--- src/rtl/fp_add_arbiter.sv ---
// fp_add_arbiter: round-robin sequencer sharing one multi-cycle FP adder
// among NREQ requesters. The winner's op/A/B are registered onto the adder
// port. The adder's Y is returned with a one-cycle done pulse.
// Optional watchdog: define ARB_TIMEOUT_EN to add the err output and a
// TIMEOUT-cycle limit on the adder handshake (qNaN result on expiry).
module fp_add_arbiter #(
  parameter int NREQ    = 4,
  parameter int TIMEOUT = 64
) (
  input  logic               clk,
  input  logic               rst_n,
  input  logic [NREQ-1:0]    req,
  input  logic [NREQ-1:0]    req_op,
  input  logic [32*NREQ-1:0] req_a,
  input  logic [32*NREQ-1:0] req_b,
  output logic [NREQ-1:0]    ack,
  output logic [NREQ-1:0]    done,
  output logic [31:0]        result,
`ifdef ARB_TIMEOUT_EN
  output logic               err,
`endif
  output logic               fpu_start,
  output logic               fpu_op,
  output logic [31:0]        fpu_a,
  output logic [31:0]        fpu_b,
  input  logic [31:0]        fpu_y,
  input  logic               fpu_ready,
  input  logic               fpu_busy
);

  localparam int IDXW = $clog2(NREQ);
  localparam int PW   = IDXW + 1;

  typedef enum logic [2:0] {
    S_IDLE       = 3'd0,
    S_ISSUE      = 3'd1,
    S_WAIT_BUSY  = 3'd2,
    S_WAIT_READY = 3'd3,
    S_DONE       = 3'd4
  } state_t;

  state_t            state_q;
  logic [IDXW-1:0]   rr_ptr_q;
  logic [IDXW-1:0]   win_q;
  logic [NREQ-1:0]   ack_q;
  logic [NREQ-1:0]   done_q;
  logic [31:0]       result_q;
  logic              start_q;
  logic              op_q;
  logic [31:0]       a_q;
  logic [31:0]       b_q;

  logic [PW-1:0]     pick_s;
  logic              pick_valid_s;
  logic [IDXW-1:0]   pick_idx_s;
  logic [IDXW-1:0]   next_ptr_s;

`ifdef ARB_TIMEOUT_EN
  localparam int CW = $clog2(TIMEOUT + 1);
  logic [CW-1:0]     cnt_q;
  logic              err_q;
`endif

  // First set request bit at or above ptr, wrapping; MSB of result = found.
  function automatic logic [PW-1:0] rr_pick(input logic [NREQ-1:0] r,
                                            input logic [IDXW-1:0] ptr);
    logic [PW-1:0] res;
    logic [PW-1:0] pos;
    res = '0;
    // Scan downward so the last hit kept is the nearest one to ptr.
    for (int k = NREQ - 1; k >= 0; k--) begin
      pos = {1'b0, ptr} + PW'(k);
      if (pos >= PW'(NREQ)) begin
        pos = pos - PW'(NREQ);
      end else begin
        pos = pos;
      end
      if (r[pos[IDXW-1:0]]) begin
        res = {1'b1, pos[IDXW-1:0]};
      end else begin
        res = res;
      end
    end
    return res;
  endfunction

  // Round-robin winner among the currently raised requests.
  always_comb begin
    pick_s       = rr_pick(req, rr_ptr_q);
    pick_valid_s = pick_s[IDXW];
    pick_idx_s   = pick_s[IDXW-1:0];
  end

  // Pointer value after serving win_q: the requester just above it.
  always_comb begin
    if (win_q == IDXW'(NREQ - 1)) begin
      next_ptr_s = '0;
    end else begin
      next_ptr_s = win_q + IDXW'(1);
    end
  end

  // Sequencer FSM with all outputs registered; pulses default low each cycle.
  always_ff @(posedge clk) begin
    if (!rst_n) begin
      state_q  <= S_IDLE;
      rr_ptr_q <= '0;
      win_q    <= '0;
      ack_q    <= '0;
      done_q   <= '0;
      result_q <= 32'h0000_0000;
      start_q  <= 1'b0;
      op_q     <= 1'b0;
      a_q      <= 32'h0000_0000;
      b_q      <= 32'h0000_0000;
`ifdef ARB_TIMEOUT_EN
      cnt_q    <= '0;
      err_q    <= 1'b0;
`endif
    end else begin
      ack_q   <= '0;
      done_q  <= '0;
      start_q <= 1'b0;
`ifdef ARB_TIMEOUT_EN
      err_q   <= 1'b0;
`endif
      case (state_q)
        S_IDLE: begin
          // A busy adder here is a leftover from before reset: wait it out.
          if (pick_valid_s && !fpu_busy) begin
            win_q             <= pick_idx_s;
            ack_q[pick_idx_s] <= 1'b1;
            start_q           <= 1'b1;
            op_q              <= req_op[pick_idx_s];
            a_q               <= req_a[{pick_idx_s, 5'd0} +: 32];
            b_q               <= req_b[{pick_idx_s, 5'd0} +: 32];
            state_q           <= S_ISSUE;
          end else begin
            state_q <= S_IDLE;
          end
        end
        S_ISSUE: begin
          state_q <= S_WAIT_BUSY;
`ifdef ARB_TIMEOUT_EN
          cnt_q   <= '0;
`endif
        end
        S_WAIT_BUSY, S_WAIT_READY: begin
          // Completion may also arrive in WAIT_BUSY if the adder never showed busy.
          if (fpu_ready && !fpu_busy) begin
            result_q      <= fpu_y;
            done_q[win_q] <= 1'b1;
            rr_ptr_q      <= next_ptr_s;
            state_q       <= S_DONE;
          end
`ifdef ARB_TIMEOUT_EN
          else if (cnt_q == CW'(TIMEOUT - 1)) begin
            result_q      <= 32'h7FC0_0000;
            done_q[win_q] <= 1'b1;
            err_q         <= 1'b1;
            rr_ptr_q      <= next_ptr_s;
            state_q       <= S_DONE;
          end
`endif
          else if (fpu_busy) begin
            state_q <= S_WAIT_READY;
          end else begin
            state_q <= state_q;
          end
`ifdef ARB_TIMEOUT_EN
          cnt_q <= cnt_q + CW'(1);
`endif
        end
        S_DONE: begin
          state_q <= S_IDLE;
        end
        default: begin
          state_q <= S_IDLE;
        end
      endcase
    end
  end

  assign ack       = ack_q;
  assign done      = done_q;
  assign result    = result_q;
  assign fpu_start = start_q;
  assign fpu_op    = op_q;
  assign fpu_a     = a_q;
  assign fpu_b     = b_q;
`ifdef ARB_TIMEOUT_EN
  assign err       = err_q;
`endif

endmodule

--- config.mk ---
export PLATFORM = sky130hd
export DESIGN_NAME = fp_add_arbiter
export DESIGN_NICKNAME = d
export VERILOG_FILES = /design/src/rtl/fp_add_arbiter.sv
export SDC_FILE = /design/constraint.sdc
export NUM_CORES = 1
export LEC_CHECK = 0
export CORE_AREA = 2 2 160 162
export DETAILED_ROUTE_END_ITERATION = 16
export DIE_AREA = 0 0 162 164
export GPL_ROUTABILITY_DRIVEN = 0
export SETUP_SLACK_MARGIN = 0.05
export SYNTH_ARGS = -nofsm -noshare
export SYNTH_HDL_FRONTEND = slang
export SYNTH_SLANG_ARGS = --single-unit
--- constraint.sdc ---
create_clock -name clk -period 3.1 [get_ports clk]
set_clock_uncertainty 0.1 [all_clocks]
set_input_delay 0.62 -clock clk [delete_from_list [all_inputs] [get_ports clk]]
set_output_delay 0.62 -clock clk [all_outputs]
set_load 0.05 [all_outputs]
==> impl_metrics.tcl, run 1 <==
set metrics [dict create \
    yosysTopAreaCell "dfxtp_1" \
    boundaryPins 406 \
    crit_type "primary input to register" \
    clock_sinks 113 \
    cts_repair_resize_count 0 \
    drtIter0Drc 366 \
    grt_pass1_wl_um 40090 \
    synth_area_leaders "dfxtp_1, mux2i_1, a221oi_1" \
    yosysMostFrequentCell "dfxtp_1" \
    power_density_nw_per_um2 519.4 \
    finalMaxSlewViolations 0 \
    dp_hpwl_um 18680 \
    irDropWorstVdd_v 0.0003482 \
    clk_path_buf_depth 2 \
    initial_utilization 0.2394 \
    grt_max_degree 137 \
    synth-seq-cells 113 \
    grt_pass1_vias 6829 \
    tns_ns 0 \
    num_antenna_cells 0 \
    clkTransAtPathRegs_ns 0.05 \
    place_area_um2 10330 \
    min_period_over_period 0.8042 \
    async_flop_share 0 \
    syn_area_um2 5941 \
    routed_wirelength_um 26790 \
    finalInstanceArea_um2 10950 \
    synth_top_area_frac 0.3808 \
    postCtsSetupRepairBufs 0 \
    total_power_w 0.005688 \
    h-tree-depth 4 \
    wl_per_cell_um 19.31 \
    die-area_um2 26570 \
    fmax_ghz 0.4011 \
    ys_seq_area_frac 0.3808 \
    crit_required_ns 3.28 \
    final_nets 1348 \
    viasPerCell 5.049 \
    antenna_found_initial 0 \
    relSlewSlack 0.5384 \
    syn-num-nets 981 \
    overflow 0 \
    grt_util_all_layers 0.1940 \
    cts_tree "yes" \
    synthTopCellsByCount "dfxtp_1, nand2_1, o21ai_0, o22ai_1" \
    synth_edf_count 0 \
    hold_viol_final 0 \
    io_buffers 405 \
    fin_crit_ns 2.493 \
    end_kind "register" \
    critPathMaxFanout 65 \
    ys.warnings.count 0 \
    tightestPinTransition_ns 0.6917 \
    arrival_ns 2.68 \
    die_h_um 164 \
    chipWidth_um 162 \
    cts_root_buf "clkbuf_16" \
    ant_nets 0 \
    cts-buffers-inserted 17 \
    synth_cells 677 \
    drive_gt1_frac 0.05771 \
    via_count 7003 \
    fp-row-count 58 \
    coreArea_um2 24820 \
    clk-insertion-delay-late_ns 0.41 \
    drc 0 \
    dp.cells 1355 \
    finalSetupViolCount 0 \
    synth_flop_cell "dfxtp_1" \
    syn_to_final_growth_pct 84.33 \
    hp-class "register to register" \
    drt_pass1_iterations 5 \
    post_layout_nonfiller_instances 1387 \
    syn_area_per_cell_um2 8.775 \
    critPathLaunchType "primary input" \
    yosysUniqueCellTypes 38 \
    p_leak_nw 3.980 \
    status "finished, final reports clean" \
    rsz0062_at_grt "no" \
    max_cap_violations 0 \
    cts_hold_buf 0 \
]
-- final timing paths --
| kind | startpoint | slack (ns) | cells past startpoint | to |
|---|---|---|---|---|
| setup / recovery | req[1] | 0.61 | 7 | fpu_a[16] |
| hold / removal | result[3] | 0.35 | 2 | result[3] |
| setup reg to reg | rr_ptr_q[1] | 0.99 | 6 | fpu_a[16] |
| hold reg to reg | result[3] | 0.35 | 2 | result[3] |
-- area by class of cell --
| type | instances | area (um^2) |
|---|---|---|
| sequential | 113 | 2262 |
| tap | 330 | 412.9 |
| multi-input combinational | 483 | 3307 |
| timing repair buffer | 423 | 4324 |
| inverter | 6 | 22.52 |
| clock buffer | 17 | 425.4 |
| fill | 2458 | 13870 |
| clock inverter | 15 | 196.4 |
-- worst max-delay path, cell delays in order --
cell	delay, ns
clkdlybuf4s50_1	0.66
nor2_1	0.15
a22oi_1	0.27
nand2_2	0.10
buf_12	0.22
a221oi_1	0.49
o22ai_1	0.13
-- routing by layer --
layer,GRT usage,wire length (um),share of wire,vias to the layer above
met4,0.05511,433,0.016,0
li1,-,-,-,3381
met2,0.3358,13200,0.49,295
met1,0.2323,10960,0.41,3300
met3,0.05960,2190,0.082,27
met5,0,0,0,-
-- state kept, by name, summed over array words and instances, names as in the netlist --
name,flops
fpu_a,32
fpu_op,1
rr_ptr_q,2
result,32
done,4
fpu_start,1
ack,4
win_q,2
fpu_b,32
state_q,3
-- cells in the final DEF, fill, tap and decap left out, types with 3 or more instances in the layout --
cell type,instances
a21oi_1,40
a221oi_1,65
and3_1,5
buf_12,11
buf_4,8
bufinv_16,3
clkbuf_16,17
clkdlybuf4s50_1,404
clkinv_4,4
dfxtp_1,113
ha_1,4
inv_1,6
inv_6,5
mux2i_1,65
nand2_1,71
nor2_1,10
o211ai_1,64
o21ai_0,66
o22ai_1,66
-- where the power goes --
group | leakage (nW) | internal (W) | switching, W
clock network | 0.307 | 0.00129 | 0.000806
logic | 2.75 | 0.000833 | 0.00105
registers | 0.928 | 0.00160 | 0.000108
total | 3.98 | 0.00373 | 0.00196
-- metrics by stage --
stage	utilization	setup WS (ns)	hold slack, ns
global route	0.4412	0.5010	0.3683
floorplan	-	1.127	0.3692
CTS	0.4412	0.6220	0.3535
global placement	0.4162	0.1823	0.3406
finish	0.4412	0.6070	0.3509
detailed placement	0.4162	0.1823	0.3465
-- kinds of logic after synthesis --
| family | after synthesis | synth area share |
|---|---|---|
| AOI/OAI and AO/OA | 310 | 0.3562 |
| DFF | 113 | 0.3808 |
| and+or+nand+nor | 104 | 0.08004 |
| buffers and inverters | 81 | 0.06508 |
| muxes | 65 | 0.1095 |
| adders and majority gates | 4 | 0.008425 |
Note: power is estimated with default switching activity, not from simulation.
==> run 2, diff against run 1 <==
--- a/config.mk
+++ b/config.mk
@@ -5,9 +5,9 @@
 export SDC_FILE = /design/constraint.sdc
 export NUM_CORES = 1
 export LEC_CHECK = 0
-export CORE_AREA = 2 2 160 162
+export CORE_AREA = 2 2 159 161
 export DETAILED_ROUTE_END_ITERATION = 16
-export DIE_AREA = 0 0 162 164
+export DIE_AREA = 0 0 161 163
 export GPL_ROUTABILITY_DRIVEN = 0
 export SETUP_SLACK_MARGIN = 0.05
 export SYNTH_ARGS = -nofsm -noshare
==> constraint.sdc (replaced) <==
create_clock -name clk -period 2.2 [get_ports clk]
set_clock_uncertainty 0.1 [all_clocks]
set_input_delay 0.44 -clock clk [delete_from_list [all_inputs] [get_ports clk]]
set_output_delay 0.44 -clock clk [all_outputs]
set_load 0.05 [all_outputs]
==> impl_metrics.tcl, run 2 (synthesis gave the netlist of run 1 again) <==
set metrics [dict create \
    status "finished, final reports clean" \
    tightestPinTransition_ns 0.5561 \
    grt_max_degree 86 \
    clk_path_buf_depth 2 \
    h-tree-depth 4 \
    max_cap_violations 0 \
    drc 0 \
    relSlewSlack 0.6281 \
    crit_type "register to primary output" \
    cts_tree "yes" \
    syn_to_final_growth_pct 89.66 \
    layout_common_cells "clkdlybuf4s50_1, dfxtp_1, nand2_1, o21ai_0, o22ai_1" \
    cts-buffers-inserted 17 \
    fp-row-count 58 \
    critPathLaunchType "register" \
    overflow 0 \
    crit_chain "clkdlybuf4s50_1" \
    startpoint "fpu_a[31]" \
    finalMaxSlewViolations 0 \
    dp.cells 1379 \
    grt_pass1_wl_um 40720 \
    cpLargestDelayFamily "buffers and inverters" \
    irDropWorstVdd_v 0.0003726 \
    coreArea_um2 24670 \
    drtIter0Drc 429 \
    final_common_cell "clkdlybuf4s50_1" \
    critical_path.endpoint "fpu_a[31]" \
    chipWidth_um 161 \
    power_density_nw_per_um2 702.4 \
    ant_nets 0 \
    antenna_found_initial 1 \
    arrival_ns 1.58 \
    clock_sinks 113 \
    viasPerCell 5.076 \
    grt_pass1_vias 7112 \
    cts_hold_buf 0 \
    grt_util_all_layers 0.1983 \
    min_period_over_period 0.9627 \
    ff_latch_area_um2 2262 \
    post_layout_nonfiller_instances 1412 \
    postCtsSetupRepairBufs 0 \
    drt_pass1_iterations 5 \
    rr_worst_depth 6 \
    hp-class "primary input to register" \
    reg2reg_from "rr_ptr_q[0]" \
    drive_gt1_frac 0.08881 \
    p_leak_nw 4.890 \
    io_buffers 405 \
    via_count 7167 \
    clkTransAtPathRegs_ns 0.06 \
    finalSetupViolCount 0 \
    cp_num_cells 1 \
    nFillCells 2428 \
    dp_hpwl_um 19460 \
    die_h_um 163 \
    hold_ws_ns 0.3463 \
    wl_per_cell_um 19.16 \
    max_stage_delay_ns 0.82 \
    fmax_ghz 0.4721 \
    finish.utilization 0.4566 \
    routed_wirelength_um 27050 \
    rsz0062_at_grt "no" \
    slowest_stage "clkdlybuf4s50_1" \
    timing.rr.end "fpu_b[12]" \
    final_nets 1372 \
    initial_utilization 0.2408 \
    clk-insertion-delay-late_ns 0.41 \
    r2r_setup_slack_ns 0.24 \
    hold_viol_final 0 \
    crit_buf_inv 1 \
    die-area_um2 26240 \
    boundaryPins 406 \
    critPathMaxFanout 3 \
    end_kind "primary output" \
    cts_root_buf "clkbuf_16" \
    crit_required_ns 1.66 \
    multi_input_area_um2 3331 \
    fin_crit_ns 2.118 \
]
## run 2: how the worst min path moves through the flow
stage | startpoint | end | slack, ns | depth (start not counted)
after detailed placement | result[6] | result[6] | 0.35 | 2
after CTS | rst_n | fpu_b[19] | 0.32 | 3
after global routing | rst_n | fpu_b[19] | 0.35 | 3
final | rst_n | fpu_b[19] | 0.35 | 3
after floorplan | win_q[1] | win_q[1] | 0.37 | 2
after global placement | result[6] | result[6] | 0.34 | 2
## run 2: through the flow
stage	TNS [ns]	total power (W)	area [um^2]	setup WS, ns
floorplan	0	0.003872	5941	0.4070
global placement	-15.71	0.005163	10590	-0.4427
detailed placement	-17.55	0.005189	10590	-0.4669
CTS	0	0.008039	11150	0.05063
global route	0	0.008277	11270	0.05041
finish	0	0.007914	11270	0.08200
## run 2: layout make-up
cell class                      instances  share of cell area
Clock inverter                         15             0.01521
Sequential cell                       113              0.2008
Multi-Input combinational cell        483              0.2956
Antenna cell                            1           0.0002221
Clock buffer                           17             0.03776
Inverter                                6            0.001999
Timing Repair Buffer                  447              0.4118
Tap cell                              330             0.03665
## run 2: power breakdown
part           total, W  switching [W]  leakage [nW]  internal, W
combinational   0.00267        0.00150          3.67      0.00117
clock           0.00284        0.00114         0.297      0.00171
sequential      0.00240       0.000144         0.928      0.00225
total           0.00791        0.00278          4.89      0.00513
## run 2: repair_timing
action,4_1_cts,5_1_grt
pin swaps,0,1
gates resized for setup,38,42
setup endpoints to repair,38,65
## run 2: metal layers
metal	share of wire	track usage	vias to the layer above
li1	-	-	3432
met1	0.42	0.2405	3410
met2	0.48	0.3385	294
met3	0.077	0.05933	31
met4	0.021	0.06088	0
met5	0	0	-
